===== config.mk =====
export PLATFORM = sky130hd
export DESIGN_NAME = rv32_decode_stage
export DESIGN_NICKNAME = d
export VERILOG_FILES = /design/src/rtl/rv32_decode_stage.sv
export SDC_FILE = /design/constraint.sdc
export NUM_CORES = 1
export LEC_CHECK = 0
export ABC_CLOCK_PERIOD_IN_PS = 1990
export BUFFER_PORTS_ARGS = -buffer_cell sky130_fd_sc_hd__clkbuf_2
export CAP_MARGIN = 10
export CORE_MARGIN = 2
export CORE_UTILIZATION = 44
export DETAILED_ROUTE_END_ITERATION = 16
export PLACE_DENSITY = 0.69
export SLEW_MARGIN = 10
export SYNTH_ARGS = -nofsm -noshare
export SYNTH_HDL_FRONTEND = slang
export SYNTH_SLANG_ARGS = --single-unit

===== constraint.sdc =====
create_clock -name clk -period 1.99 [get_ports clk]
set_clock_uncertainty 0.05 [all_clocks]
set_input_delay 0.0995 -clock clk [delete_from_list [all_inputs] [get_ports clk]]
set_output_delay 0.0995 -clock clk [all_outputs]
set_load 0.005 [all_outputs]

===== src/rtl/rv32_decode_stage.sv =====
// RV32I(+M) decode stage between fetch and execute; flags illegal encodings.
// Latency: 1 cycle from input accept to out_valid when the output register is free.
// Backpressure: a one-entry skid absorbs a stalled output; in_ready is simply "skid empty".
module rv32_decode_stage #(
   parameter int XLEN     = 32,
   parameter bit ENABLE_M = 1'b0,
   parameter int CNT_W    = 16
) (
   input  logic             clk,
   input  logic             reset_n,
   input  logic             flush,
   input  logic             in_valid,
   output logic             in_ready,
   input  logic [31:0]      in_inst,
   input  logic [XLEN-1:0]  in_pc,
   output logic             out_valid,
   input  logic             out_ready,
   output logic [XLEN-1:0]  out_pc,
   output logic [4:0]       out_alu_sel,
   output logic             out_a_sel,
   output logic             out_b_sel,
   output logic [1:0]       out_wb_sel,
   output logic [2:0]       out_imm_sel,
   output logic             out_dmem_we,
   output logic [2:0]       out_dmem_mode,
   output logic             out_reg_we,
   output logic [4:0]       out_rd,
   output logic [4:0]       out_rs1,
   output logic [4:0]       out_rs2,
   output logic             out_is_branch,
   output logic [2:0]       out_br_funct3,
   output logic             out_br_un,
   output logic             out_is_jump,
   output logic             out_illegal,
   output logic [CNT_W-1:0] illegal_cnt
);

   localparam logic [6:0] OP_R      = 7'b0110011;
   localparam logic [6:0] OP_IMM    = 7'b0010011;
   localparam logic [6:0] OP_LOAD   = 7'b0000011;
   localparam logic [6:0] OP_STORE  = 7'b0100011;
   localparam logic [6:0] OP_BRANCH = 7'b1100011;
   localparam logic [6:0] OP_JAL    = 7'b1101111;
   localparam logic [6:0] OP_JALR   = 7'b1100111;
   localparam logic [6:0] OP_LUI    = 7'b0110111;
   localparam logic [6:0] OP_AUIPC  = 7'b0010111;

   localparam logic [4:0] ALU_SUB = 5'd1;
   localparam logic [4:0] ALU_SRA = 5'd7;

   typedef struct packed {
      logic [XLEN-1:0] pc;
      logic [4:0]      alu_sel;
      logic            a_sel;
      logic            b_sel;
      logic [1:0]      wb_sel;
      logic [2:0]      imm_sel;
      logic            dmem_we;
      logic [2:0]      dmem_mode;
      logic            reg_we;
      logic [4:0]      rd;
      logic [4:0]      rs1;
      logic [4:0]      rs2;
      logic            is_branch;
      logic [2:0]      br_funct3;
      logic            br_un;
      logic            is_jump;
      logic            illegal;
   } bundle_t;

   // funct3 -> ALU op for the base (funct7 = 0) register/immediate forms
   function automatic logic [4:0] alu_base(input logic [2:0] f3);
      case (f3)
         3'd0:    alu_base = 5'd0;   // ADD
         3'd1:    alu_base = 5'd2;   // SLL
         3'd2:    alu_base = 5'd3;   // SLT
         3'd3:    alu_base = 5'd4;   // SLTU
         3'd4:    alu_base = 5'd5;   // XOR
         3'd5:    alu_base = 5'd6;   // SRL
         3'd6:    alu_base = 5'd8;   // OR
         default: alu_base = 5'd9;   // AND
      endcase
   endfunction

   logic [6:0] opcode;
   logic [2:0] funct3;
   logic [6:0] funct7;
   logic       legal;
   bundle_t    dec;

   bundle_t    out_q, out_d, skid_q, skid_d;
   logic       out_vld_q, out_vld_d, skid_vld_q, skid_vld_d;
   logic [CNT_W-1:0] cnt_q, cnt_d;

   logic in_fire, out_fire;

   assign opcode = in_inst[6:0];
   assign funct3 = in_inst[14:12];
   assign funct7 = in_inst[31:25];

   // Combinational decode of the instruction currently presented by fetch
   always_comb begin
      legal   = 1'b1;
      dec     = '0;
      dec.pc  = in_pc;
      dec.rd  = in_inst[11:7];
      dec.rs1 = in_inst[19:15];
      dec.rs2 = in_inst[24:20];
      case (opcode)
         OP_R: begin
            dec.wb_sel = 2'd1;
            dec.reg_we = 1'b1;
            if (funct7 == 7'b0000000)                         dec.alu_sel = alu_base(funct3);
            else if (funct7 == 7'b0100000 && funct3 == 3'd0)  dec.alu_sel = ALU_SUB;
            else if (funct7 == 7'b0100000 && funct3 == 3'd5)  dec.alu_sel = ALU_SRA;
            else if (ENABLE_M && funct7 == 7'b0000001)        dec.alu_sel = 5'd10 + 5'(funct3);
            else                                              legal = 1'b0;
         end
         OP_IMM: begin
            dec.b_sel  = 1'b1;
            dec.wb_sel = 2'd1;
            dec.reg_we = 1'b1;
            dec.alu_sel = alu_base(funct3);
            // Shift-immediates reuse funct7 as an opcode extension
            if (funct3 == 3'd1 && funct7 != 7'b0000000) legal = 1'b0;
            if (funct3 == 3'd5) begin
               if (funct7 == 7'b0100000)      dec.alu_sel = ALU_SRA;
               else if (funct7 != 7'b0000000) legal = 1'b0;
            end
         end
         OP_LOAD: begin
            dec.b_sel  = 1'b1;
            dec.reg_we = 1'b1;
            case (funct3)
               3'd0:    dec.dmem_mode = 3'd0;
               3'd1:    dec.dmem_mode = 3'd1;
               3'd2:    dec.dmem_mode = 3'd2;
               3'd4:    dec.dmem_mode = 3'd3;
               3'd5:    dec.dmem_mode = 3'd4;
               default: legal = 1'b0;
            endcase
         end
         OP_STORE: begin
            dec.b_sel     = 1'b1;
            dec.imm_sel   = 3'd1;
            dec.dmem_we   = 1'b1;
            dec.dmem_mode = funct3;
            if (funct3 > 3'd2) legal = 1'b0;
         end
         OP_BRANCH: begin
            dec.a_sel     = 1'b1;
            dec.b_sel     = 1'b1;
            dec.imm_sel   = 3'd2;
            dec.is_branch = 1'b1;
            dec.br_funct3 = funct3;
            dec.br_un     = funct3[1];
            if (funct3 == 3'd2 || funct3 == 3'd3) legal = 1'b0;
         end
         OP_JAL: begin
            dec.a_sel   = 1'b1;
            dec.b_sel   = 1'b1;
            dec.imm_sel = 3'd3;
            dec.wb_sel  = 2'd2;
            dec.is_jump = 1'b1;
            dec.reg_we  = 1'b1;
         end
         OP_JALR: begin
            dec.b_sel   = 1'b1;
            dec.wb_sel  = 2'd2;
            dec.is_jump = 1'b1;
            dec.reg_we  = 1'b1;
            if (funct3 != 3'd0) legal = 1'b0;
         end
         OP_LUI: begin
            // ALU computes x0 + U-immediate
            dec.b_sel   = 1'b1;
            dec.imm_sel = 3'd4;
            dec.wb_sel  = 2'd1;
            dec.reg_we  = 1'b1;
            dec.rs1     = 5'd0;
         end
         OP_AUIPC: begin
            dec.a_sel   = 1'b1;
            dec.b_sel   = 1'b1;
            dec.imm_sel = 3'd4;
            dec.wb_sel  = 2'd1;
            dec.reg_we  = 1'b1;
         end
         default: legal = 1'b0;
      endcase
      // Illegal bundles keep only PC and register indices for trap reporting
      if (!legal) begin
         dec         = '0;
         dec.pc      = in_pc;
         dec.rd      = in_inst[11:7];
         dec.rs1     = in_inst[19:15];
         dec.rs2     = in_inst[24:20];
         dec.illegal = 1'b1;
      end
      if (dec.rd == 5'd0) dec.reg_we = 1'b0;
   end

   assign in_ready = !skid_vld_q;
   assign in_fire  = in_valid && in_ready;
   assign out_fire = out_vld_q && out_ready;

   // Output/skid steering and illegal counter next-state; flush overrides movement
   always_comb begin
      out_d      = out_q;
      out_vld_d  = out_vld_q;
      skid_d     = skid_q;
      skid_vld_d = skid_vld_q;
      cnt_d      = cnt_q;
      // A bundle killed by a same-cycle flush is not counted
      if (out_fire && out_q.illegal && !flush && cnt_q != {CNT_W{1'b1}})
         cnt_d = cnt_q + CNT_W'(1);
      if (flush) begin
         out_vld_d  = 1'b0;
         skid_vld_d = 1'b0;
      end else if (out_vld_q && !out_ready) begin
         if (in_fire) begin
            skid_d     = dec;
            skid_vld_d = 1'b1;
         end
      end else if (skid_vld_q) begin
         // in_ready is low while skid is full, so no new input competes here
         out_d      = skid_q;
         out_vld_d  = 1'b1;
         skid_vld_d = 1'b0;
      end else if (in_fire) begin
         out_d     = dec;
         out_vld_d = 1'b1;
      end else begin
         out_vld_d = 1'b0;
      end
   end

   // Pipeline state registers with asynchronous clear
   always_ff @(posedge clk or negedge reset_n) begin
      if (!reset_n) begin
         out_q      <= '0;
         out_vld_q  <= 1'b0;
         skid_q     <= '0;
         skid_vld_q <= 1'b0;
         cnt_q      <= '0;
      end else begin
         out_q      <= out_d;
         out_vld_q  <= out_vld_d;
         skid_q     <= skid_d;
         skid_vld_q <= skid_vld_d;
         cnt_q      <= cnt_d;
      end
   end

   assign out_valid     = out_vld_q;
   assign out_pc        = out_q.pc;
   assign out_alu_sel   = out_q.alu_sel;
   assign out_a_sel     = out_q.a_sel;
   assign out_b_sel     = out_q.b_sel;
   assign out_wb_sel    = out_q.wb_sel;
   assign out_imm_sel   = out_q.imm_sel;
   assign out_dmem_we   = out_q.dmem_we;
   assign out_dmem_mode = out_q.dmem_mode;
   assign out_reg_we    = out_q.reg_we;
   assign out_rd        = out_q.rd;
   assign out_rs1       = out_q.rs1;
   assign out_rs2       = out_q.rs2;
   assign out_is_branch = out_q.is_branch;
   assign out_br_funct3 = out_q.br_funct3;
   assign out_br_un     = out_q.br_un;
   assign out_is_jump   = out_q.is_jump;
   assign out_illegal   = out_q.illegal;
   assign illegal_cnt   = cnt_q;

endmodule


; After elaboration in Yosys (flattened, before gate mapping)
; Cells that the tools add are included.
[op_classes]
mux = 41
n_reduce_logical = 29
n_bitwise = 2
add_sub_neg = 1
eq_ne = 19
order_cmp = 1
[op_table]
columns = op, n
row1 = two-way mux 71 bit, 2
row2 = two-way mux 39 bit, 1
row3 = "== test 7 x 6 -> 1 bit, second input constant", 4
row4 = one-hot mux 4 bit (7 select lines), 1
row5 = two-way mux 1 bit, 24
row6 = one-hot mux 3 bit (4 select lines), 2
row7 = "== test 7 bit, second input constant", 3
row8 = two-way mux 5 bit, 4
row9 = "adder 16 x 1 -> 16 bit, second input constant", 1
row10 = "!= test 16 bit, second input constant", 1
row11 = "== test 7 x 5 -> 1 bit, second input constant", 2
row12 = one-hot mux 5 bit (2 select lines), 1
row13 = "== test 3 bit, second input constant", 3
row14 = logical AND 1 bit, 9
row15 = OR reduction 8 bit, 1
row16 = "== test 7 x 2 -> 1 bit, second input constant", 1
row17 = zero test 7 bit, 1
row18 = one-hot mux 1 bit (7 select lines), 1
row19 = nonzero test 7 bit, 1
row20 = OR reduction 7 bit, 1
row21 = "== test 3 x 2 -> 1 bit, second input constant", 2
row22 = two-way mux 3 bit, 2
row23 = one-hot mux 3 bit (2 select lines), 1
row24 = AND reduction 3 bit, 2
row25 = other kinds (17), 22
[word_totals]
reg_bits = 160
output_inout_bits = 89
input_bits = 69

; Longest topological paths before layout
; Gate-level depths: netlist of run 1.
[logic_depth]
depth_word = 12
mapped_depth = 8

; Least setup slack after synthesis of run 1
; Ideal clock, no wire load.
[synth_path]
path_kind = register to register
start = reg cnt_q[0], in the netlist illegal_cnt[0]
end = reg cnt_q[10], in the netlist illegal_cnt[10]
path_slack_ps = 142
setup_time_ps = 124
path_stages_with_launch = 7
t_required_ps = 1816
arrival_time_ps = 1674
path_cell_list = dfrtp_1 -> ha_1 -> nand3_1 -> nor4_1 -> a21oi_2 -> and4_1 -> xor2_1
[synth_between]
elab_chain_cells = 2
elab_cells_between_ends = 3
[synth_rtl]
columns = item, line_no
row1 = from (decl), 93  ; logic [CNT_W-1:0] cnt_q, cnt_d;
row2 = from (signal assigned), 251  ; cnt_q <= cnt_d;
row3 = "parallel branches: the longest is 2 deep, another holds adder 16 x 1 -> 16 bit", n/a
; Several ways; the timed one is not identified.
; A chain may end at the register's enable or synchronous reset.

; Final worst setup path of run 1
[layout_path]
start = reg cnt_q[1], in the netlist illegal_cnt[1]
end = reg cnt_q[1], in the netlist illegal_cnt[1]
; Same word-level chain as after synthesis.

==> results of run 1 <==
-- worst max-delay path, delay by kind of cell (launching register included) --
kind,cells,cell delay (ps)
flip-flops,1,410
multiplexers,1,390
AO/OA/AOI/OAI,1,360
adder cells (fa/ha/maj),1,210
AND/OR/NAND/NOR,2,160
buffers and inverters,1,140
-- report_power, final --
| part | switching (W) | internal, W |
|---|---|---|
| combinational | 0.000565 | 0.000633 |
| clock | 0.00136 | 0.00166 |
| sequential | 0.000252 | 0.00359 |
-- what timing repair did --
| action | 4_1_cts | 5_1_grt |
|---|---|---|
| setup endpoints to repair | 0 | 6 |
| gates resized for setup | 0 | 2 |
| hold buffers | 51 | 0 |
| endpoints found under the hold margin | 152 | 0 |
-- routing by layer --
layer / routed length, um / vias up / global-route usage, %
li1: - / 2781 / -
met1: 7770 / 2739 / 26.7
met2: 8310 / 133 / 32.5
met3: 619 / 15 / 3.51
met4: 223 / 0 / 7.49
met5: 0 / - / 0
-- cells in the final DEF (no fill, tap or decap), drive strengths merged, types with 7 or more instances in the layout --
cell         netlist  final
dlygate4sd3        0     51
nand2            107    107
dfrtp            154    154
o31ai              8      8
inv                3      9
mux2              45     45
clkbuf            16    173
nor2              17     17
and3              16     16
nor3               9      9
nand2b             8      8
o21a              10     10
buf               29     26
nand3             16     16
clkinv             0      7
xor2               8      8
mux2i             42     42
a21oi             28     28
o21ai             78     78
-- through the flow --
step	total power (W)	utilization (%)	cells
2_1_floorplan	0.00445	-	666
3_3_place_gp	0.00496	51.6	1018
3_5_place_dp	0.00502	51.6	1018
4_1_cts	0.00815	58.3	1101
5_1_grt	0.00847	58.3	1101
6_report	0.00806	58.3	1101
-- final timing paths --
check,end,start,slack (ps)
hold / removal,skid_q[23]$_DFFE_PN0P_,in_inst[13],80
min in group asynchronous,out_pc[11]$_DFFE_PN0P_,reset_n,170
setup / recovery,illegal_cnt[1]$_DFFE_PN0P_,illegal_cnt[1]$_DFFE_PN0P_,160
hold reg to reg,skid_q[30]$_DFFE_PN0P_,skid_q[30]$_DFFE_PN0P_,430
setup reg to reg,illegal_cnt[1]$_DFFE_PN0P_,illegal_cnt[1]$_DFFE_PN0P_,160
max in group asynchronous,skid_vld_q$_DFFE_PN0P_,reset_n,1070
-- cells in the mapped netlist, types with 4 or more instances --
cell,number
dfrtp_1,154
nand2_1,105
o21ai_0,72
mux2_2,45
mux2i_1,42
a21oi_1,27
nor2_1,17
and3_1,16
clkbuf_1,16
nand3_1,16
buf_2,12
o21a_1,10
nand2b_1,8
xor2_1,8
a31oi_1,6
buf_1,6
buf_6,6
o21ai_1,6
buf_4,5
nand4_1,5
nor2b_1,5
nor4_1,5
o211ai_1,5
o31ai_1,5
xnor2_1,5
nor3_1,4
nor3_2,4
-- logic make-up after synthesis --
group                    share of synthesized area (%)
AND/OR/NAND/NOR                                   14.9
flip-flops                                        54.1
AO/OA/AOI/OAI                                     12.5
multiplexers                                      13.0
buffers and inverters                             3.63
XOR/XNOR                                          1.60
adder cells (fa/ha/maj)                          0.176
other                                           0.0526
-- flip-flops by register name, summed over array words and instances (netlist names), 2 cells and up --
name,flops
illegal_cnt,16
out_alu_sel,4
out_br_funct3,3
out_dmem_mode,3
out_imm_sel,3
out_pc,32
out_rd,5
out_rs1,5
out_rs2,5
out_wb_sel,2
skid_q,68
-- cell type report --
| cell class | count | area [sq um] | area share (%) |
|---|---|---|---|
| clock inverter | 14 | 115 | 1.24 |
| tap | 216 | 270 | 2.92 |
| sequential | 154 | 3860 | 41.7 |
| clock buffer | 18 | 439 | 4.74 |
| timing repair buffer | 232 | 1540 | 16.6 |
| multi-input combinational | 464 | 3030 | 32.7 |
| inverter | 3 | 11.3 | 0.122 |
==> metrics, run 1 <==
Setup violations, final=0; syn avg cell area=10.7 sq um; status=complete, no violations; fmax=approximately 540 MHz; die height=around 130 um; number of routed nets with antenna violations=0; synth top area cells=dfrtp_1 (54%), mux2_2 (7.1%), mux2i_1 (5.9%), nand2_1 (5.5%), o21ai_0 (5.1%); Tcrit/Tclk final=between 90% and 100%; Initial DRC Count=between 200 and 300; Fin Setup TNS=0 ps; Post-Syn Area=0.00713 sq mm; slowest cell on the critical path=dfrtp_1; post-synthesis register bit count=around 150; share of cells above drive strength 1=a little under a third; Syn-to-layout area delta=29.9%; initial core utilization=between 40 and 50%; hpwl dp=roughly 11 mm; Reg2Reg Depth=6; peak supply drop=a little under 600 uV; Area after DPL=0.00819 sq mm; Max H-tree Level=4; nets@finish=942; final wirelength=about 17 mm; clock latency on the worst-skew pair=about 420 ps; crit end category=flop; Worst-Margin Slew=approximately 540 ps; slew margin rel.=64.0%; Vias/cell=roughly 5.1; endpoints failing hold=0; First-pass DRT Iterations=4; Synth top area share=a little over half; root buffer cell=clkbuf_16; Critical Path Fanout Max=9; # rows=46; CP Data Arrival Time=2080 ps; final worst slack=~160 ps; Setup CP Type=reg2reg; Synth async-reset ratio=100%; die area=around 0.017 sq mm; P_leak=between 4 and 5 nW; io pins=around 160; wire length per cell=between 15 and 20 um; Synth Instances=666; top_reg_cell synth=dfrtp_1; via count=between 5000 and 6000; cell area after layout=0.00926 sq mm; hold path depth=2; port bufs=about 160; crit-path cells=ha_1, nand3_1, nor4_1, buf_4, a21oi_2, mux2_2; setup bufs post-CTS=0; Post-synth EDFFs=0; Crit path largest cell delay=410 ps; post-synth cell types=60; synthesized netlist net count=736; Seq/Total Area, Yosys=between 50% and 60%; Worst-path clk slew=70 ps; pre-CTS setup slack=between 100 and 150 ps; number of antenna diodes=0; GRT Overall Usage=approximately 20%; initial antenna violation count=0; Max Root-Sink Buffers=2; GP Congestion=about 0.85; HP Class=in2reg; first-pass GRT wire length=roughly 28 mm; clock buffer count from CTS=17; worst hold slack=78.4 ps; largest net degree at the start of global routing=58; DRC viols=0; CTS tree=yes; Yosys warnings=0; post-synth top area cell=dfrtp_1; fin crit period=~1800 ps; maxcap violations=0; Critical Path Start Type=flop; clk sink count=roughly 150; vias in the first global route=between 5000 and 6000; Critical Path RT=around 2200 ps; pwr dens=just under 900 mW/mm^2; grt ovf=0; fill count=1379; RSZ-0062 raised after global routing=no; die width=around 130 um; max-slew violations=0; Core Box Area=about 0.016 sq mm
Note: power is estimated with default switching activity, not from simulation.
==> run 2, diff against run 1 <==
Settings changed: CORE_UTILIZATION 44 to 45, PLACE_DENSITY 0.69 to 0.7.
==> metrics, run 2 (synthesized netlist as in run 1, its figures left out) <==
status=complete, no violations; Worst-path clk slew=60 ps; final wirelength=about 17 mm; sw frac=24.7%; initial core utilization=45.5%; Area after DPL=0.00819 sq mm; Setup CP Type=reg2reg; endpoints failing hold=0; worst hold slack=about 54 ps; crit end category=flop; DRC viols=0; grt ovf=0; root buffer cell=clkbuf_16; # rows=46; Core Box Area=~0.016 sq mm; die height=around 130 um; io pins=158; initial antenna violation count=0; via count=5603; clock buffer count from CTS=17; vias in the first global route=approximately 5300; Critical Path Start Type=flop; Top reg by flops=skid_q; number of antenna diodes=0; clock latency on the worst-skew pair=420 ps; Final Util=approximately 60%; Design Power=0.00831 W; Setup violations, final=0; GP Congestion=slightly below 0.9; die width=about 130 um; max reg flops=between 60 and 70; Max H-tree Level=4; largest net degree at the start of global routing=71; first-pass GRT wire length=about 27 mm; setup bufs post-CTS=0; slew margin rel.=a little over three fifths; fin crit period=around 1800 ps; P_leak=4.35 nW; cell area after layout=0.00931 sq mm; maxcap violations=0; CP Data Arrival Time=between 2000 and 2500 ps; First-pass DRT Iterations=6; share of cells above drive strength 1=30.6%; max-slew violations=0; part of the power in registers=between 40% and 50%; Worst-Margin Slew=approximately 550 ps; clk sink count=around 150; wire length per cell=15.3 um; fmax=roughly 540 MHz; Syn-to-layout area delta=30.7%; number of routed nets with antenna violations=0; fill count=1314; Psw=0.00206 W; Fin Setup TNS=0 ps; Tcrit/Tclk final=between 90% and 100%; most common cell after layout, fill and taps aside=clkbuf_2; RSZ-0062 raised after global routing=no; Logic pwr share=14.2%; HP Class=in2reg; pwr dens=between 800 and 900 mW/mm^2; Critical Path Fanout Max=9; clock power share=between 30% and 40%; Critical Path RT=~2300 ps; Initial DRC Count=between 300 and 400; Pint=approximately 0.0063 W; most frequent cells in the layout=clkbuf_2 (155), dfrtp_1 (153), nand2_1 (104); die area=between 0.015 and 0.02 sq mm; GRT Overall Usage=20.0%; port bufs=156; peak supply drop=slightly below 600 uV; Vias/cell=between 5 and 6; nets@finish=approximately 940; hpwl dp=11.1 mm; Max Root-Sink Buffers=2; CTS tree=yes
## run 2: cell types whose count changed in the layout (fill, tap and decap cells not counted), sizes merged
cell	previous run	this run
clkinv	7	3
clkbuf	173	177
dlygate4sd3	51	52
clkinvlp	1	2
inv	9	4
buf	26	22
bufinv	0	3
## run 2: critical path, stage by stage, from the launching register on
cell and delay, ps:
dfrtp_1 410, ha_1 230, nand3_1 100, nor4_1 60, buf_4 140, a21oi_2 360
mux2_2 380
## run 2: through the flow
stage,std cells,setup WS [ps]
6_report,1097,144
3_3_place_gp,1014,145
4_1_cts,1097,68.7
5_1_grt,1097,10.8
2_1_floorplan,666,142
3_5_place_dp,1014,78.7
## run 2: layer usage
metal	global-route usage (%)	vias up	routed length, um
li1	-	2772	-
met1	27.6	2659	7710
met2	31.8	148	8050
met3	4.18	24	739
met4	6.64	0	315
met5	0	-	0
## run 2: power by group through the flow
stage | clock (W) | combinational, W | sequential [W]
after floorplan | 0 | 0.000582 | 0.00387
after global placement | 0 | 0.00108 | 0.00387
after detailed placement | 0 | 0.00110 | 0.00390
after CTS | 0.00334 | 0.00119 | 0.00385
after global routing | 0.00349 | 0.00133 | 0.00391
final | 0.00328 | 0.00118 | 0.00385
## run 2: cell type report
class / count / area [sq um] / area share, %
Tap cell: 216 / 270 / 2.90
Clock inverter: 9 / 140 / 1.50
Timing Repair Buffer: 229 / 1540 / 16.5
Inverter: 3 / 11.3 / 0.121
Clock buffer: 22 / 464 / 4.99
Multi-Input combinational cell: 464 / 3030 / 32.5
Sequential cell: 154 / 3860 / 41.4
## run 2: worst paths after layout
kind | from | cells past startpoint | to | slack (ps)
setup / recovery | illegal_cnt[0]$_DFFE_PN0P_ | 6 | illegal_cnt[1]$_DFFE_PN0P_ | 140
hold / removal | in_inst[14] | 3 | skid_q[37]$_DFFE_PN0P_ | 50
setup reg to reg | illegal_cnt[0]$_DFFE_PN0P_ | 6 | illegal_cnt[1]$_DFFE_PN0P_ | 140
hold reg to reg | skid_q[30]$_DFFE_PN0P_ | 2 | skid_q[30]$_DFFE_PN0P_ | 420
max in group asynchronous | reset_n | 3 | skid_q[10]$_DFFE_PN0P_ | 1020
min in group asynchronous | reset_n | 2 | illegal_cnt[8]$_DFFE_PN0P_ | 180
## run 2: repair_timing
action / CTS / global route
hold buffers: 52 / 0
resized for setup: 0 / 2
setup endpoints to repair: 0 / 6
endpoints found under the hold margin: 154 / 0
